File: config.mk
export PLATFORM = sky130hd
export DESIGN_NAME = fetch_queue_flat
export DESIGN_NICKNAME = d
export VERILOG_FILES = /design/src/rtl/fetch_queue_if.sv /design/src/rtl/fetch_queue.sv /design/src/flat_wrapper.sv
export SDC_FILE = /design/constraint.sdc
export NUM_CORES = 1
export LEC_CHECK = 0
export CORE_ASPECT_RATIO = 0.75
export CORE_UTILIZATION = 30
export DETAILED_ROUTE_END_ITERATION = 8
export HOLD_SLACK_MARGIN = 0.02
export PLACE_DENSITY_LB_ADDON = 0.15
export SLEW_MARGIN = 10
export SYNTH_ARGS = -nofsm -noshare
export SYNTH_HDL_FRONTEND = slang
export SYNTH_SLANG_ARGS = --single-unit
File: constraint.sdc
create_clock -name clk -period 7.75 [get_ports clk]
set_clock_uncertainty 0.05 [all_clocks]
set_input_delay 1.9375 -clock clk [delete_from_list [all_inputs] [get_ports clk]]
set_output_delay 1.9375 -clock clk [all_outputs]
set_load 0.05 [all_outputs]
File: src/rtl/fetch_queue_if.sv
`default_nettype none
// ============================================================================
// fetch_queue_if : fetch-side push and decode-side pop signals of fetch_queue
// Revision 1.0
// ============================================================================
interface fetch_queue_if #(
    parameter int DEPTH = 4,
    parameter int WIDTH = 32
);
    localparam int CW = $clog2(DEPTH + 1);

    logic [WIDTH-1:0] instr_f;
    logic [WIDTH-1:0] pc_plus_4_f;
    logic             valid_f;
    logic             ready_f;
    logic             stall_d;
    logic             flush;
    logic [WIDTH-1:0] instr_d;
    logic [WIDTH-1:0] pc_plus_4_d;
    logic             valid_d;
    logic [CW-1:0]    count;

    // The queue itself is the slave; fetch, hazard unit and decode are the master.
    modport slave (
        input  instr_f, pc_plus_4_f, valid_f, stall_d, flush,
        output ready_f, instr_d, pc_plus_4_d, valid_d, count
    );

    modport master (
        output instr_f, pc_plus_4_f, valid_f, stall_d, flush,
        input  ready_f, instr_d, pc_plus_4_d, valid_d, count
    );
endinterface
`default_nettype wire

File: src/rtl/fetch_queue.sv
`default_nettype none
// ============================================================================
// fetch_queue : show-ahead circular prefetch FIFO between fetch and decode
// Revision 1.0
// ============================================================================
module fetch_queue #(
    parameter int DEPTH = 4,
    parameter int WIDTH = 32
) (
    input  wire            clk,
    input  wire            rst_n,
    fetch_queue_if.slave   bus
);
    localparam int PW = $clog2(DEPTH);
    localparam int CW = $clog2(DEPTH + 1);

    logic [PW-1:0]    wr_ptr_q, wr_ptr_d;
    logic [PW-1:0]    rd_ptr_q, rd_ptr_d;
    logic [CW-1:0]    count_q,  count_d;
    logic [WIDTH-1:0] mem_instr_q [DEPTH];
    logic [WIDTH-1:0] mem_pc_q    [DEPTH];

    logic w_ready;
    logic w_valid;
    logic w_push;
    logic w_pop;

    // Status comes from registered state only, so a same-cycle pop never frees a slot.
    assign w_ready = (count_q < CW'(DEPTH));
    assign w_valid = (count_q != '0);
    assign w_push  = bus.valid_f & w_ready & ~bus.flush;
    assign w_pop   = w_valid & ~bus.stall_d & ~bus.flush;

    always_comb begin
        wr_ptr_d = wr_ptr_q;
        rd_ptr_d = rd_ptr_q;
        count_d  = count_q;
        if (bus.flush) begin
            wr_ptr_d = '0;
            rd_ptr_d = '0;
            count_d  = '0;
        end else begin
            if (w_push) wr_ptr_d = wr_ptr_q + PW'(1);
            if (w_pop)  rd_ptr_d = rd_ptr_q + PW'(1);
            if (w_push && !w_pop)      count_d = count_q + CW'(1);
            else if (!w_push && w_pop) count_d = count_q - CW'(1);
        end
    end

    always_ff @(posedge clk or negedge rst_n) begin
        if (!rst_n) begin
            wr_ptr_q <= '0;
            rd_ptr_q <= '0;
            count_q  <= '0;
        end else begin
            wr_ptr_q <= wr_ptr_d;
            rd_ptr_q <= rd_ptr_d;
            count_q  <= count_d;
        end
    end

    // Storage carries no reset; entries are only observable through count.
    always_ff @(posedge clk) begin
        if (w_push) begin
            mem_instr_q[wr_ptr_q] <= bus.instr_f;
            mem_pc_q[wr_ptr_q]    <= bus.pc_plus_4_f;
        end
    end

    assign bus.ready_f     = w_ready;
    assign bus.valid_d     = w_valid;
    assign bus.count       = count_q;
    assign bus.instr_d     = w_valid ? mem_instr_q[rd_ptr_q] : '0;
    assign bus.pc_plus_4_d = w_valid ? mem_pc_q[rd_ptr_q]    : '0;
endmodule
`default_nettype wire

File: src/flat_wrapper.sv
// flat-port wrapper written by rule: the top's interface ports become plain ports
module fetch_queue_flat 
#(
    parameter int DEPTH = 4,
    parameter int WIDTH = 32
)
  (clk, rst_n, bus_instr_f, bus_pc_plus_4_f, bus_valid_f, bus_stall_d, bus_flush, bus_ready_f, bus_instr_d, bus_pc_plus_4_d, bus_valid_d, bus_count);
  fetch_queue_if #(.DEPTH(DEPTH), .WIDTH(WIDTH)) bus_i ();
  input  wire clk;
  input  wire rst_n;
  input wire logic [$bits(bus_i.instr_f)-1:0] bus_instr_f;
  input wire logic [$bits(bus_i.pc_plus_4_f)-1:0] bus_pc_plus_4_f;
  input wire logic [$bits(bus_i.valid_f)-1:0] bus_valid_f;
  input wire logic [$bits(bus_i.stall_d)-1:0] bus_stall_d;
  input wire logic [$bits(bus_i.flush)-1:0] bus_flush;
  output wire logic [$bits(bus_i.ready_f)-1:0] bus_ready_f;
  output wire logic [$bits(bus_i.instr_d)-1:0] bus_instr_d;
  output wire logic [$bits(bus_i.pc_plus_4_d)-1:0] bus_pc_plus_4_d;
  output wire logic [$bits(bus_i.valid_d)-1:0] bus_valid_d;
  output wire logic [$bits(bus_i.count)-1:0] bus_count;
  assign bus_i.instr_f = bus_instr_f;
  assign bus_i.pc_plus_4_f = bus_pc_plus_4_f;
  assign bus_i.valid_f = bus_valid_f;
  assign bus_i.stall_d = bus_stall_d;
  assign bus_i.flush = bus_flush;
  assign bus_ready_f = bus_i.ready_f;
  assign bus_instr_d = bus_i.instr_d;
  assign bus_pc_plus_4_d = bus_i.pc_plus_4_d;
  assign bus_valid_d = bus_i.valid_d;
  assign bus_count = bus_i.count;
  fetch_queue #(.DEPTH(DEPTH), .WIDTH(WIDTH)) u_core (.clk(clk), .rst_n(rst_n), .bus(bus_i));
endmodule
==> flow_summary.yaml, run 1 <==
status:
  status: "complete, no violations"
placement:
  post_dp_cell_area_mm2: 0.01202
  io_buffers: 137
  dp.cells: 1028
  hpwl_um: 11870
  gp_congestion: 0.7115
final_layout:
  fin_area_mm2: 0.01279
  nNetsFinal: 681
  drive_gt1_frac: 0.1720
  finalNonFillerCells: 1079
  area_delta_synth_final_pct: 25.07
yosys:
  synth_area_mm2: 0.01023
  yosysWarningCount: 0
  ys_ff_latch: 263
  postSynthCellCount: 463
  syn_area_per_cell_um2: 22.09
  synth_edf_count: 256
  ys.flop_type: "edfxtp_1"
  yosysSeqAreaShare: 0.7686
  ys_types: 31
  async_reset_ff_frac: 0.02662
  syn-num-nets: 537
cts:
  clk_latency_ns: 0.55
  clock_sinks: 263
  clkSlewWorstSetupHoldPaths_ns: 0.06
  cts-root-buf: "clkbuf_16"
  tritoncts: "done"
  cts_setup_buffers: 0
  holdBufCountCts: 0
  cts_buffer_depth: 3
  cts_buffers: 27
  post_cts_resized: 0
  h-tree-depth: 1
critical_path:
  crit_arrival_ns: 3.70
  crit_path_start_kind: "flip-flop"
  path_class: "reg -> out"
  worstRegToRegCells: 4
  crit_fanout: 40
  required_ns: 5.76
  crit_path_end_kind: "output port"
die:
  core_mm2: 0.03353
  dieArea_mm2: 0.03485
  io_pins: 138
  start_util: 0.3051
  rows: 58
  die-height_um: 161.9
  fp.dieW_um: 215.2
timing:
  worst_pin_slew_ns: 1.083
  max_freq_mhz: 175.7
  rsz0062_at_grt: "no"
  tns_ns: 0
  slew_viol_final: 0
  maxSlewHeadroom: 0.2782
  hold_viol_final: 0
  post-route-min-period_ns: 5.690
  hold_ws_ns: 0.5441
  setup_viol: 0
  fin_crit_sh: 0.7342
global_routing:
  antenna_found_initial: 3
  grtUsageTotal: 0.1261
  grt_pass1_wl_um: 32890
  grt_overflow_total: 0
  grt_max_degree: 67
  grt_pass1_vias: 5522
power:
  p_int_w: 0.003010
  switching_share: 0.3799
  power_switching_w: 0.001844
  p_per_area_mw_per_mm2: 379.4
  p_comb_frac: 0.397
  p_leak_nw: 3.975
  clkPwrFrac: 0.239
  p_seq_frac: 0.363
  ir_worst_vdd_uv: 228.3
  total_power_w: 0.004855
detailed_routing:
  wire_per_inst_um: 20.13
  antenna_left: 0
  drc: 0
  drt_iter0_markers: 171
  wirelength_um: 21720
  vias: 4916
  firstDrtPassIters: 4
  viasPerCell: 4.556
job:
  maxCapViolations: 0
hold_path:
  worstHoldPathType: "reg -> reg"
  hold-path-cell-count: 2
## state kept, by name, indices dropped and copies added (netlist names)
register            count
u_core.rd_ptr_q         2
u_core.wr_ptr_q         2
u_core.bus.count        3
u_core.mem_instr_q    128
u_core.mem_pc_q       128
## Yosys cell counts (3+ instances only)
cell      count  area share
dfrtp_1       7       0.017
a21oi_1       5      0.0024
buf_12        4      0.0078
and2_1       68       0.042
inv_1         7      0.0026
buf_2         6      0.0029
mux4_2       61        0.13
nor2_1        3      0.0011
mux4_1        3      0.0077
ha_1          4      0.0049
clkbuf_1     11      0.0040
edfxtp_1    256        0.75
## path summary, 6_finish.rpt
kind | to | slack (ns) | start
min in group asynchronous | u_core.wr_ptr_q[1] | 1.61 | rst_n
max | bus_pc_plus_4_d[14] | 2.06 | u_core.rd_ptr_q[0]
min | u_core.wr_ptr_q[1] | 0.54 | u_core.wr_ptr_q[1]
min reg2reg | u_core.wr_ptr_q[1] | 0.54 | u_core.wr_ptr_q[1]
max in group asynchronous | u_core.rd_ptr_q[1] | 5.73 | rst_n
max reg2reg | u_core.rd_ptr_q[1] | 5.13 | u_core.rd_ptr_q[0]
## critical path: stages (launching register included)
cell	delay [ns]
dfrtp_4	0.84
buf_4	0.77
mux4_2	0.60
and2_1	0.20
clkdlybuf4s50_1	0.72
## per-layer routing
metal | vias up | part of all wire | track usage
met5 | - | 0.0014 | 0
met4 | 4 | 0.023 | 0.03385
met3 | 39 | 0.067 | 0.03914
met2 | 138 | 0.47 | 0.2107
met1 | 2561 | 0.43 | 0.1590
li1 | 2174 | - | -
## through the flow
step	util	setup WS (ns)
after floorplan	-	3.430
after global placement	0.3584	2.476
after detailed placement	0.3584	2.499
after CTS	0.3815	1.897
after global routing	0.3816	1.775
final	0.3816	2.060
## power groups by stage
stage               combinational, W  sequential, W  clock [W]
floorplan                    0.00136        0.00176          0
global placement             0.00196        0.00179          0
detailed placement           0.00197        0.00180          0
CTS                          0.00197        0.00177    0.00120
global route                 0.00203        0.00178    0.00125
finish                       0.00193        0.00176    0.00116
## cells in the final DEF (no fill, tap or decap), types with 2 or more instances in the layout
cell type / n
a21oi_1: 5
and2_1: 64
and2_4: 4
buf_4: 3
clkbuf_1: 3
clkbuf_16: 27
clkdlybuf4s50_1: 137
clkinv_1: 11
clkinv_2: 8
dfrtp_1: 5
dfrtp_4: 2
edfxtp_1: 256
ha_1: 4
inv_1: 6
mux4_1: 3
mux4_2: 61
nand2_1: 2
nand2b_1: 2
nor2_1: 3
nor2b_1: 2
o211ai_1: 2
o21ai_0: 2
or3_1: 2
xnor2_1: 2
## layout make-up
cell class              instances  area [um^2]
fillers                      3098        20730
clock inverters                20        90.09
multi-input cells             168         2162
clock buffers                  30        686.9
flip-flops and latches        263         7870
repair buffers                140         1394
diodes                          1        2.502
well taps                     450        563.0
inverters                       7        26.28
## kinds of logic (layout without fill, tap and decap cells)
group | count (synthesis) | in the layout | synth area share
compound gates | 13 | 13 | 0.007828
xor+xnor | 3 | 3 | 0.002569
fa+ha+maj | 5 | 5 | 0.006850
buf+inv | 32 | 197 | 0.02104
flops | 263 | 263 | 0.7686
mux | 64 | 64 | 0.1420
other cells | 0 | 1 | 0
simple gates | 83 | 83 | 0.05113
Power figures use the tool's default switching activity.
==> run 2, diff against run 1 <==
clock period = 4.82 ns   (was 7.75 ns; I/O delays follow)
==> flow_summary.yaml, run 2 (same netlist as run 1, synthesis figures left out) <==
critical_path:
  cp_slowest_cell: "dfrtp_4"
  crit_fanout: 41
  crit_arrival_ns: 3.32
  crit_path_start_kind: "flip-flop"
  path_buf_inv: 2
  required_ns: 3.57
  critical_path.top_delay_family: "buffers and inverters"
  cp_slowest_stage_delay_ns: 1.01
  path_class: "reg -> out"
  crit_path_end_kind: "output port"
  cp_cell_sequence: "buf_4 > mux4_2 > and2_1 > clkdlybuf4s50_1"
  rrSetupSlack_ns: 2.49
placement:
  io_buffers: 137
  hpwl_um: 12690
  post_dp_cell_area_mm2: 0.01213
  gp_congestion: 0.7028
die:
  core_mm2: 0.03353
  io_pins: 138
  fp.dieW_um: 215.2
  start_util: 0.3051
  dieArea_mm2: 0.03485
  die-height_um: 161.9
  rows: 58
power:
  p_leak_nw: 4.087
  ir_worst_vdd_uv: 385.8
  p_seq_frac: 0.352
  switching_share: 0.3644
  p_int_w: 0.005161
  power_switching_w: 0.002959
  p_per_area_mw_per_mm2: 622.4
  clkPwrFrac: 0.265
  p_comb_frac: 0.383
cts:
  holdBufCountCts: 0
  cts-root-buf: "clkbuf_16"
  cts_buffer_depth: 3
  h-tree-depth: 1
  clkSlewWorstSetupHoldPaths_ns: 0.06
  cts_setup_buffers: 0
  clock_sinks: 263
  clk_latency_ns: 0.54
  tritoncts: "done"
  post_cts_resized: 0
  cts_buffers: 28
global_routing:
  grt_overflow_total: 0
  grtUsageTotal: 0.1257
  grt_pass1_vias: 5434
  grt_max_degree: 67
  grt_pass1_wl_um: 32840
  antenna_found_initial: 2
detailed_routing:
  vias: 4814
  viasPerCell: 4.437
  wirelength_um: 21610
  drc: 0
  firstDrtPassIters: 6
  drt_iter0_markers: 232
  antenna_left: 0
  wire_per_inst_um: 19.91
timing:
  post-route-min-period_ns: 4.574
  tns_ns: 0
  max_freq_mhz: 218.6
  rsz0062_at_grt: "no"
  fin_crit_sh: 0.9490
  hold_ws_ns: 0.5428
  hold_viol_final: 0
  worst_pin_slew_ns: 1.075
  setup_viol: 0
  slew_viol_final: 0
  maxSlewHeadroom: 0.2832
final_layout:
  final_cell_mix: "edfxtp_1, clkdlybuf4s50_1, and2_1"
  nNetsFinal: 689
  area_delta_synth_final_pct: 27.53
  fin_area_mm2: 0.01305
  final_common_cell: "edfxtp_1"
  fill_cells: 3037
  insertedDiodeCount: 0
  drive_gt1_frac: 0.1843
status:
  status: "complete, no violations"
job:
  maxCapViolations: 0
hold_path:
  worstHoldPathType: "reg -> reg"
==> run 2: final cells by class <==
type	instances	area [um^2]	area share
Sequential cell	263	7870	0.6032
Multi-Input combinational cell	168	2162	0.1657
Timing Repair Buffer	147	1509	0.1157
Clock buffer	35	748.2	0.05735
Tap cell	450	563.0	0.04316
Clock inverter	15	167.7	0.01285
Inverter	7	26.28	0.002014
==> run 2: metal layers <==
layer / vias to the layer above / global-route usage / part of all wire
met2: 115 / 0.2029 / 0.47
met1: 2479 / 0.1647 / 0.45
met4: 4 / 0.03030 / 0.019
met5: - / 0 / 0.0013
met3: 37 / 0.04064 / 0.061
li1: 2179 / - / -
==> run 2: final timing paths <==
path                                startpoint                    end  depth (start not counted)
max                         u_core.rd_ptr_q[0]        bus_instr_d[14]                          4
min                         u_core.wr_ptr_q[1]     u_core.wr_ptr_q[1]                          2
max reg2reg                u_core.bus.count[2]  u_core.mem_pc_q[0][2]                          4
min reg2reg                 u_core.wr_ptr_q[1]     u_core.wr_ptr_q[1]                          2
max in group asynchronous                rst_n     u_core.rd_ptr_q[0]                          1
min in group asynchronous                rst_n     u_core.wr_ptr_q[0]                          1
==> run 2: power groups by stage <==
stage | Clock (W) | Sequential, W | Combinational, W
final | 0.00215 | 0.00285 | 0.00311
after global routing | 0.00232 | 0.00289 | 0.00328
after CTS | 0.00223 | 0.00287 | 0.00317
after detailed placement | 0 | 0.00292 | 0.00316
after global placement | 0 | 0.00290 | 0.00317
after floorplan | 0 | 0.00283 | 0.00218
==> run 2: stage by stage <==
stage	power, W	util	worst slack (ns)	cells
floorplan	0.005014	-	1.232	463
global placement	0.006071	0.3618	0.7634	1035
detailed placement	0.006075	0.3618	0.7360	1035
CTS	0.008268	0.3891	0.1428	1085
global route	0.008485	0.3891	0.02804	1085
finish	0.008120	0.3891	0.2459	1085
==> run 2: worst register-to-register path: cells and delay by family, from the launching register on <==
kind	cells	cell delay (ns)
and+or+nand+nor	3	1.18
buffers and inverters	1	0.30
DFF	1	0.47
